**src/rtl/mdu_pkg.sv**
```systemverilog
// Shared op codes, FSM encoding and op-decode helpers for the multiply/divide unit.
package mdu_pkg;

   typedef enum logic [1:0] {
      MDU_OP_MULT  = 2'b00,
      MDU_OP_MULTU = 2'b01,
      MDU_OP_DIV   = 2'b10,
      MDU_OP_DIVU  = 2'b11
   } mdu_op_e;

   typedef enum logic [1:0] {
      MDU_IDLE = 2'b00,
      MDU_CALC = 2'b01,
      MDU_FIX  = 2'b10
   } mdu_state_e;

   function automatic logic op_is_div(input logic [1:0] op);
      return op[1];
   endfunction

   function automatic logic op_is_signed(input logic [1:0] op);
      return ~op[0];
   endfunction

endpackage

```
**src/rtl/mdu_step.sv**
```systemverilog
// One radix-2 iteration: shift-add for multiply, restoring shift-subtract for divide.
module mdu_step #(
   parameter int WIDTH = 32
) (
   input  logic             div_i,
   input  logic [WIDTH-1:0] hi_i,
   input  logic [WIDTH-1:0] lo_i,
   input  logic [WIDTH-1:0] opnd_i,
   output logic [WIDTH-1:0] hi_o,
   output logic [WIDTH-1:0] lo_o
);

   logic [WIDTH:0] sum;
   logic [WIDTH:0] shifted;
   logic [WIDTH:0] diff;

   always_comb begin
      sum     = {1'b0, hi_i} + (lo_i[0] ? {1'b0, opnd_i} : '0);
      shifted = {hi_i, lo_i[WIDTH-1]};
      diff    = shifted - {1'b0, opnd_i};
      if (div_i) begin
         // A clear top bit means the trial subtraction did not go negative.
         if (!diff[WIDTH]) begin
            hi_o = diff[WIDTH-1:0];
            lo_o = {lo_i[WIDTH-2:0], 1'b1};
         end else begin
            hi_o = shifted[WIDTH-1:0];
            lo_o = {lo_i[WIDTH-2:0], 1'b0};
         end
      end else begin
         hi_o = sum[WIDTH:1];
         lo_o = {sum[0], lo_i[WIDTH-1:1]};
      end
   end

endmodule

```
**src/rtl/mul_div_unit.sv**
```systemverilog
// Multi-cycle MULT/MULTU/DIV/DIVU unit with HI/LO result registers.
// Optional MTHI/MTLO write ports are enabled by defining MDU_HILO_WRITE_EN.
module mul_div_unit
   import mdu_pkg::*;
#(
   parameter int WIDTH = 32
) (
   input  logic             iClk,
   input  logic             iRst_n,
   input  logic             iStart,
   input  logic [1:0]       iOp,
   input  logic [WIDTH-1:0] iA,
   input  logic [WIDTH-1:0] iB,
   input  logic             iFlush,
`ifdef MDU_HILO_WRITE_EN
   input  logic             iWeHi,
   input  logic             iWeLo,
   input  logic [WIDTH-1:0] iWdata,
`endif
   output logic             oBusy,
   output logic             oDone,
   output logic             oDivZero,
   output logic [WIDTH-1:0] oHi,
   output logic [WIDTH-1:0] oLo
);

   localparam int CNTW = $clog2(WIDTH + 1);

   mdu_state_e       state_q, state_d;
   logic [CNTW-1:0]  cnt_q, cnt_d;
   logic             div_q, div_d;
   logic             neg_a_q, neg_a_d;
   logic             neg_b_q, neg_b_d;
   logic             dz_q, dz_d;
   logic [WIDTH-1:0] acc_hi_q, acc_hi_d;
   logic [WIDTH-1:0] acc_lo_q, acc_lo_d;
   logic [WIDTH-1:0] opnd_q, opnd_d;
   logic [WIDTH-1:0] hi_q, hi_d;
   logic [WIDTH-1:0] lo_q, lo_d;
   logic             done_q, done_d;
   logic             divz_q, divz_d;

   logic [WIDTH-1:0]   step_hi, step_lo;
   logic [WIDTH-1:0]   mag_a, mag_b;
   logic [2*WIDTH-1:0] prod;

   function automatic logic [WIDTH-1:0] mag_of(input logic signed [WIDTH-1:0] v,
                                               input logic neg);
      return neg ? $unsigned(-v) : $unsigned(v);
   endfunction

   function automatic logic [WIDTH-1:0] neg_if(input logic [WIDTH-1:0] v, input logic en);
      return en ? -v : v;
   endfunction

   mdu_step #(.WIDTH(WIDTH)) u_step (
      .div_i  (div_q),
      .hi_i   (acc_hi_q),
      .lo_i   (acc_lo_q),
      .opnd_i (opnd_q),
      .hi_o   (step_hi),
      .lo_o   (step_lo)
   );

   always_ff @(posedge iClk or negedge iRst_n) begin
      if (!iRst_n) begin
         state_q <= MDU_IDLE;
      end else begin
         state_q <= state_d;
      end
   end

   always_comb begin
      state_d = state_q;
      unique case (state_q)
         MDU_IDLE: if (iStart) state_d = MDU_CALC;
         MDU_CALC: begin
            if (iFlush)                    state_d = MDU_IDLE;
            else if (cnt_q == CNTW'(1))    state_d = MDU_FIX;
         end
         MDU_FIX:  state_d = MDU_IDLE;
         default:  state_d = MDU_IDLE;
      endcase
   end

   always_comb begin
      oBusy = (state_q == MDU_CALC) || (state_q == MDU_FIX);
   end

   always_comb begin
      cnt_d    = cnt_q;
      div_d    = div_q;
      neg_a_d  = neg_a_q;
      neg_b_d  = neg_b_q;
      dz_d     = dz_q;
      acc_hi_d = acc_hi_q;
      acc_lo_d = acc_lo_q;
      opnd_d   = opnd_q;
      hi_d     = hi_q;
      lo_d     = lo_q;
      done_d   = 1'b0;
      divz_d   = 1'b0;
      neg_a_d  = neg_a_q;
      mag_a    = mag_of(iA, op_is_signed(iOp) & iA[WIDTH-1]);
      mag_b    = mag_of(iB, op_is_signed(iOp) & iB[WIDTH-1]);
      prod     = neg_if2w({acc_hi_q, acc_lo_q}, neg_a_q ^ neg_b_q);

      unique case (state_q)
         MDU_IDLE: begin
`ifdef MDU_HILO_WRITE_EN
            if (iWeHi) hi_d = iWdata;
            if (iWeLo) lo_d = iWdata;
`endif
            if (iStart) begin
               div_d    = op_is_div(iOp);
               neg_a_d  = op_is_signed(iOp) & iA[WIDTH-1];
               neg_b_d  = op_is_signed(iOp) & iB[WIDTH-1];
               dz_d     = op_is_div(iOp) && (iB == '0);
               acc_hi_d = '0;
               // Divide iterates on the dividend; multiply shifts the multiplier out of LO.
               acc_lo_d = op_is_div(iOp) ? mag_a : mag_b;
               opnd_d   = op_is_div(iOp) ? mag_b : mag_a;
               cnt_d    = CNTW'(WIDTH);
            end
         end
         MDU_CALC: begin
            if (iFlush) begin
               cnt_d = '0;
            end else begin
               acc_hi_d = step_hi;
               acc_lo_d = step_lo;
               cnt_d    = cnt_q - CNTW'(1);
            end
         end
         MDU_FIX: begin
            if (!iFlush) begin
               if (div_q) begin
                  // Remainder follows the dividend sign, which also restores iA on divide-by-zero.
                  hi_d = neg_if(acc_hi_q, neg_a_q);
                  lo_d = dz_q ? '1 : neg_if(acc_lo_q, neg_a_q ^ neg_b_q);
               end else begin
                  hi_d = prod[2*WIDTH-1:WIDTH];
                  lo_d = prod[WIDTH-1:0];
               end
               done_d = 1'b1;
               divz_d = dz_q;
            end
         end
         default: ;
      endcase
   end

   function automatic logic [2*WIDTH-1:0] neg_if2w(input logic [2*WIDTH-1:0] v,
                                                   input logic en);
      return en ? -v : v;
   endfunction

   always_ff @(posedge iClk or negedge iRst_n) begin
      if (!iRst_n) begin
         cnt_q    <= '0;
         div_q    <= 1'b0;
         neg_a_q  <= 1'b0;
         neg_b_q  <= 1'b0;
         dz_q     <= 1'b0;
         acc_hi_q <= '0;
         acc_lo_q <= '0;
         opnd_q   <= '0;
         hi_q     <= '0;
         lo_q     <= '0;
         done_q   <= 1'b0;
         divz_q   <= 1'b0;
      end else begin
         cnt_q    <= cnt_d;
         div_q    <= div_d;
         neg_a_q  <= neg_a_d;
         neg_b_q  <= neg_b_d;
         dz_q     <= dz_d;
         acc_hi_q <= acc_hi_d;
         acc_lo_q <= acc_lo_d;
         opnd_q   <= opnd_d;
         hi_q     <= hi_d;
         lo_q     <= lo_d;
         done_q   <= done_d;
         divz_q   <= divz_d;
      end
   end

   assign oDone    = done_q;
   assign oDivZero = divz_q;
   assign oHi      = hi_q;
   assign oLo      = lo_q;

endmodule

```
**config.mk**
```make
export PLATFORM = sky130hd
export DESIGN_NAME = mul_div_unit
export DESIGN_NICKNAME = d
export VERILOG_FILES = /design/src/rtl/mdu_pkg.sv /design/src/rtl/mdu_step.sv /design/src/rtl/mul_div_unit.sv
export SDC_FILE = /design/constraint.sdc
export NUM_CORES = 1
export LEC_CHECK = 0
export ABC_AREA = 1
export CAP_MARGIN = 20
export CORE_UTILIZATION = 24
export CTS_CLUSTER_DIAMETER = 50
export DETAILED_ROUTE_END_ITERATION = 7
export PLACE_DENSITY = 0.44
export SLEW_MARGIN = 10
export SYNTH_ARGS = -nofsm -noshare
export SYNTH_HDL_FRONTEND = slang
export SYNTH_SLANG_ARGS = --single-unit
```
**constraint.sdc**
```tcl
create_clock -name iClk -period 5.7 [get_ports iClk]
set_input_delay 1.14 -clock iClk [delete_from_list [all_inputs] [get_ports iClk]]
set_output_delay 1.14 -clock iClk [all_outputs]
set_load 0.03 [all_outputs]
```
==> results.py, run 1 <==
metrics = {
    "logic_synthesis": {
        "synth_enable_flop_cells": 0,
        "synthesis.area_sq_um": 17900,
        "syn_avg_cell_area_sq_um": 5.84,
        "async_reset_ff_frac": 1.00,
        "ys_dominant_reg_cell": "sky130_fd_sc_hd__dfrtp_1",
        "yosys.cell_types.count": 52,
        "synthesis.nets": 3210,
        "synthesis.instances": 3065,
        "synth.yosys.seq_area_share": 0.243,
        "synth_warnings": 0,
        "synth_register_bits": 174,
    },
    "grt": {
        "antenna_found_initial": 0,
        "grt_use_total": 0.207,
        "grt_first_pass_wirelength_um": 117000,
        "first_global_vias": 18700,
        "globalRoute.totalOverflow": 0,
        "grt_max_degree": 90,
    },
    "route": {
        "firstDrtPassIters": 8,
        "antenna_violating_nets_post_route": 0,
        "drt-total-wl_um": 78100,
        "highest-signal-layer": "met4",
        "route.met2.wl_um": 35300,
        "detailroute.wirelength.met3_um": 3680,
        "detail_route.drc_violations": 4,
        "drt-wirelength-per-cell_um": 19.0,
        "drt_iter0_drc": 1711,
        "route.vias.total": 19500,
        "route.detailed.vias_per_inst": 4.74,
        "route.layer.met1.wl_um": 36700,
    },
    "critical_path": {
        "crit_required_ps": 6110,
        "category_of_the_worst_setup_path_capture_point": "register",
        "r2r_cell_count": 11,
        "setup.reg_to_reg.worst_slack_ps": 2210,
        "worstPathArrival_ps": 3980,
        "worstPathMaxFanout": 30,
        "reg2reg_end": "acc_hi_q[6]",
        "startpoint_kind_of_the_worst_setup_timing_path": "input pin",
        "crit_type": "input pin to register",
        "rr_startpoint": "acc_hi_q[24]",
    },
    "clock_tree": {
        "insertion_delay_of_the_later_clocked_pin_in_the_worst_skew_pair_ps": 500,
        "clkSlewWorstSetupHoldPaths_ps": 70,
        "deepest_clock_path_buffer_count": 2,
        "cts_inserted_buffers": 17,
        "h-tree-depth": 4,
        "post_cts_resize_count": 0,
        "postCtsSetupRepairBufs": 0,
        "cts_tree": "done",
        "cts_hold_repair.buffers": 0,
        "cts.sinks": 174,
        "ctsRootBufferMaster": "sky130_fd_sc_hd__clkbuf_16",
    },
    "sta": {
        "max_clock_freq_ghz": 0.280,
        "fin_worst_skew_ps": 20.2,
        "slew_violations": 0,
        "number_of_endpoints_failing_setup_at_the_final_stage": 0,
        "rsz0062_at_grt": "false",
        "hold_viol": 0,
        "tightestPinTransition_ps": 1120,
        "setup_tns_ps": 0,
        "fin_crit_sh": 0.627,
        "normalized_max_slew_margin": 0.254,
        "period_needed_ps": 3570,
        "hold-worst-slack_ps": 479,
    },
    "floorplanning": {
        "die_height_um": 275,
        "fp-row-count": 99,
        "floorplan.die.width_um": 275,
        "floorplan.die_area_sq_um": 75700,
        "effective_utilization_at_floorplan": 0.244,
        "floorplan.io_pins": 137,
        "floorplan.core_area_sq_um": 73300,
    },
    "finish": {
        "layout_commonest_cell": "sky130_fd_sc_hd__nand2_1",
        "num_antenna_cells": 0,
        "final-seq-area_sq_um": 4360,
        "multi_input_area_sq_um": 11400,
        "fin_nets": 3295,
        "layout_common_cells": "1,011 x sky130_fd_sc_hd__nand2_1, 462 x sky130_fd_sc_hd__inv_1, 316 x sky130_fd_sc_hd__nor2_1",
        "synthToLayoutAreaGrowth_pct": 16.6,
        "final.fill_count": 8447,
        "post_route_cells_drive_above_1_share": 0.0354,
    },
    "min_path": {
        "holdCritPathClass": "register to register",
        "worstHoldPathCells": 2,
        "worst_hold_startpoint": "oHi[5]",
        "worstHoldEndpoint": "oHi[5]",
    },
    "run_status": {
        "violations": "design-rule violations",
        "run_status": "finished, violations left",
    },
    "power_and_ir_drop": {
        "worst_ir_drop_on_vdd_mv": 0.334,
        "power_leakage_uw": 0.0108,
        "power_per_cell_area_nw_per_um2": 584,
    },
    "placement": {
        "place.gp.congestion": 0.944,
        "dp_hpwl_um": 63100,
        "numPortBuffers": 136,
    },
    "flow_run": {
        "timing.max_cap.violations": 0,
    },
}
## Yosys cell counts (all sizes together), types with 2 or more instances
library cell	number	area [sq um]
a21boi	3	22.5
or2	8	50.1
o22ai	12	75.1
a21oi	164	825
clkinv	5	20.0
inv	468	1760
nor2	331	1300
nand2	1026	3890
nand3b	12	90.1
xnor2	24	210
o31ai	4	30.0
a31oi	12	75.1
nand4	42	278
o21ai	153	796
o221ai	15	131
nor3	35	185
and2	7	43.8
nor4	2	12.5
o211ai	16	120
dfrtp	174	4350
ha	73	913
xor2	66	578
nand3	285	1430
o21bai	8	60.1
a22oi	13	103
nor3b	2	15.0
buf	29	176
a21o	5	37.5
clkbuf	64	240
o32ai	2	17.5
fa	2	40.0
## cells by family (layout without fill, tap and decap cells)
logic type,count (synthesis),after routing,share of synthesized area
adders and majority gates,75,75,0.0533
xor gates and xnor gates,90,90,0.0440
AOI/OAI and AO/OA,409,409,0.129
buffers and inverters,566,664,0.123
and+or+nand+nor,1751,1751,0.408
DFF,174,174,0.243
## critical path, stage by stage
cell,delay [ps]
sky130_fd_sc_hd__clkdlybuf4s50_1,460
sky130_fd_sc_hd__inv_1,170
sky130_fd_sc_hd__nand2_1,380
sky130_fd_sc_hd__inv_1,870
sky130_fd_sc_hd__nand2_1,200
sky130_fd_sc_hd__o21a_1,170
sky130_fd_sc_hd__or2_2,280
sky130_fd_sc_hd__nand3_1,70
sky130_fd_sc_hd__nand3_1,70
sky130_fd_sc_hd__a22oi_1,150
## state kept, by name (all words and copies together), names as in the netlist
register  flops
acc_hi_q     32
acc_lo_q     32
oHi          32
oLo          32
opnd_q       32
cnt_q         6
state_q       2
div_q         1
dz_q          1
neg_a_q       1
neg_b_q       1
oDivZero      1
oDone         1
## worst max-delay path by stage
stage | cells past startpoint | slack, ps | to | from
after detailed placement | 10 | 1660 | acc_lo_q[12] | iOp[0]
final | 10 | 2130 | acc_lo_q[12] | iOp[0]
after CTS | 10 | 2210 | acc_lo_q[12] | iOp[0]
after global routing | 10 | 1950 | acc_lo_q[6] | iOp[0]
after global placement | 10 | 1660 | acc_lo_q[12] | iOp[0]
after floorplan | 13 | 3100 | opnd_q[26] | iA[0]
## stage by stage
step | utilization | instance area [sq um] | total power, uW | cells | setup WS [ps]
after global routing | 0.284 | 20900 | 13300 | 4122 | 1950
after detailed placement | 0.276 | 20200 | 10800 | 4090 | 1660
after floorplan | - | 17900 | 8020 | 3065 | 3100
after global placement | 0.276 | 20200 | 10800 | 4090 | 1660
final | 0.284 | 20900 | 12200 | 4122 | 2130
after CTS | 0.284 | 20900 | 12200 | 4122 | 2210
## where the power goes
group	internal [uW]	total, uW	switching [uW]
registers	1740	2530	790
clock network	725	1340	617
logic	2670	8300	5620
## final cells by class
cell class,count,area share
flip-flops and latches,174,0.209
clock inverters,13,0.00870
repair buffers,159,0.0737
inverters,473,0.0852
well taps,959,0.0575
clock buffers,19,0.0217
multi-input cells,2325,0.544
## metal layers
metal / global-route usage / up-vias
met3: 0.0231 / 83
met2: 0.333 / 528
li1: - / 9909
met1: 0.285 / 8999
met5: 0 / -
met4: 0.0704 / 0
Power figures use the tool's default switching activity.
==> inputs of run 2 (changes only) <==
==> constraint.sdc (replaced) <==
create_clock -name iClk -period 3.65 [get_ports iClk]
set_input_delay 0.73 -clock iClk [delete_from_list [all_inputs] [get_ports iClk]]
set_output_delay 0.73 -clock iClk [all_outputs]
set_load 0.03 [all_outputs]
==> results.py, run 2 (synthesis gave the netlist of run 1 again) <==
metrics = {
    "route": {
        "detail_route.drc_violations": 4,
        "drt-wirelength-per-cell_um": 18.9,
        "drt-total-wl_um": 78600,
        "drt_iter0_drc": 1337,
        "route.detailed.vias_per_inst": 4.74,
        "firstDrtPassIters": 7,
        "route.vias.total": 19700,
        "antenna_violating_nets_post_route": 0,
    },
    "floorplanning": {
        "effective_utilization_at_floorplan": 0.244,
        "floorplan.die.width_um": 275,
        "floorplan.die_area_sq_um": 75700,
        "fp-row-count": 99,
        "floorplan.core_area_sq_um": 73300,
        "die_height_um": 275,
        "floorplan.io_pins": 137,
    },
    "power_and_ir_drop": {
        "worst_ir_drop_on_vdd_mv": 0.524,
        "total_switching_power_uw": 11000,
        "power_leakage_uw": 0.0110,
        "power_per_cell_area_nw_per_um2": 906,
        "intPower_uw": 8140,
        "power_frac_clock": 0.103,
        "power.share.sequential": 0.191,
        "power_switching_share": 0.575,
        "combPwrFrac": 0.707,
    },
    "finish": {
        "post_route_cells_drive_above_1_share": 0.0477,
        "num_antenna_cells": 0,
        "finalNonFillerCells": 4164,
        "stdcell_area_sq_um": 21200,
        "fin_nets": 3337,
        "synthToLayoutAreaGrowth_pct": 18.3,
        "layout_common_cells": "1,011 x sky130_fd_sc_hd__nand2_1, 462 x sky130_fd_sc_hd__inv_1, 316 x sky130_fd_sc_hd__nor2_1",
        "layout_commonest_cell": "sky130_fd_sc_hd__nand2_1",
    },
    "placement": {
        "dp_hpwl_um": 64800,
        "post_dp_cell_area_sq_um": 20600,
        "post-place-cells": 4132,
        "numPortBuffers": 136,
        "place.gp.congestion": 0.958,
        "place_ws_ps": 419,
    },
    "run_status": {
        "violations": "design-rule violations",
        "run_status": "finished, violations left",
    },
    "grt": {
        "grt_use_total": 0.207,
        "top_usage_layer": "met2",
        "globalRoute.totalOverflow": 0,
        "met3_track_utilization_from_global_routing": 0.0220,
        "met1_usage": 0.280,
        "grt_max_degree": 67,
        "first_global_vias": 18800,
        "antenna_found_initial": 0,
        "grt_first_pass_wirelength_um": 117000,
        "grt_util_met2": 0.338,
    },
    "clock_tree": {
        "post_cts_resize_count": 0,
        "insertion_delay_of_the_later_clocked_pin_in_the_worst_skew_pair_ps": 510,
        "deepest_clock_path_buffer_count": 2,
        "cts_hold_repair.buffers": 0,
        "cts.sinks": 174,
        "clkSlewWorstSetupHoldPaths_ps": 70,
        "cts_tree": "done",
        "ctsRootBufferMaster": "sky130_fd_sc_hd__clkbuf_16",
        "postCtsSetupRepairBufs": 0,
        "h-tree-depth": 4,
        "cts_inserted_buffers": 17,
    },
    "critical_path": {
        "r2r_cell_count": 17,
        "cp_common_cell": "sky130_fd_sc_hd__nand2_1",
        "startpoint_kind_of_the_worst_setup_timing_path": "register",
        "category_of_the_worst_setup_path_capture_point": "register",
        "crit_required_ps": 4040,
        "crit_type": "register to register",
        "worstPathMaxFanout": 30,
        "reg2reg_end": "acc_hi_q[6]",
        "worstPathArrival_ps": 3660,
        "cp_slowest_stage_delay_ps": 540,
        "worstPathCellList": "inv_1 > ha_1 > fa_1 > inv_1 > nand2_1 > nand2_1 > nand3_1 > nand2_2 > nand2_1 > nand2_1 > nand2_2 > nand2_2 > nand2_1 > nand2_2 > nand2_1 > nor2_1 > o21ai_1",
        "library_cell_contributing_the_largest_single_delay_on_the_critical_path": "sky130_fd_sc_hd__dfrtp_1",
        "timing.critical_path.depth": 17,
        "rr_startpoint": "acc_lo_q[31]",
        "critical_path.n_buffers_inverters": 2,
        "setup.reg_to_reg.worst_slack_ps": 380,
        "crit_path_max_delay_family": "simple AND/OR/NAND/NOR gates",
    },
    "sta": {
        "number_of_endpoints_failing_setup_at_the_final_stage": 0,
        "max_clock_freq_ghz": 0.306,
        "rsz0062_at_grt": "false",
        "period_needed_ps": 3270,
        "fin_worst_skew_ps": 13.9,
        "tightestPinTransition_ps": 745,
        "postLayoutSetupSlackWorst_ps": 382,
        "normalized_max_slew_margin": 0.504,
        "hold-worst-slack_ps": 225,
        "hold_viol": 0,
        "setup_tns_ps": 0,
        "fin_crit_sh": 0.895,
        "slew_violations": 0,
    },
    "min_path": {
        "holdCritPathClass": "input pin to async pin",
    },
    "flow_run": {
        "timing.max_cap.violations": 0,
    },
}
==> run 2: per-layer routing <==
| layer | share of wire | vias up |
|---|---|---|
| met5 | 0 | - |
| met4 | 0.034 | 0 |
| met3 | 0.037 | 88 |
| met2 | 0.46 | 452 |
| met1 | 0.47 | 9191 |
| li1 | - | 9996 |
==> run 2: worst reg2reg max path: cells and delay by family, from the launching register on <==
| family | cells | cell delay, ps |
|---|---|---|
| flops | 1 | 540 |
| simple gates | 12 | 1600 |
| compound gates | 1 | 70 |
| buf+inv | 2 | 260 |
| fa+ha+maj | 2 | 670 |
==> run 2: how the worst max path moves through the flow <==
stage                               to    startpoint  slack (ps)
after global placement     acc_hi_q[6]  acc_lo_q[31]         440
after CTS                  acc_hi_q[6]  acc_lo_q[31]         400
final                      acc_hi_q[6]  acc_lo_q[31]         380
after detailed placement   acc_hi_q[6]  acc_lo_q[31]         420
after global routing       acc_hi_q[6]  acc_lo_q[31]         160
after floorplan           acc_hi_q[29]   acc_lo_q[0]        1160
==> run 2: power by group through the flow <==
stage	Sequential (uW)	Combinational, uW	Clock, uW
detailed placement	3690	13400	0
CTS	3660	13500	2020
global placement	3690	13500	0
finish	3650	13600	1970
global route	3760	15000	2080
floorplan	3880	8650	0
==> run 2: metrics by stage <==
step	utilization	total power, uW
after CTS	0.289	19200
after global routing	0.289	20800
final	0.289	19200
after floorplan	-	12500
after detailed placement	0.280	17100
after global placement	0.280	17200
==> run 2: area by class of cell <==
cell class	instances	area, sq um
inverter	473	1780
clock inverter	10	116
fill	8423	52200
tap	959	1200
sequential	174	4360
multi-input combinational	2325	11400
clock buffer	22	484
timing repair buffer	201	1880
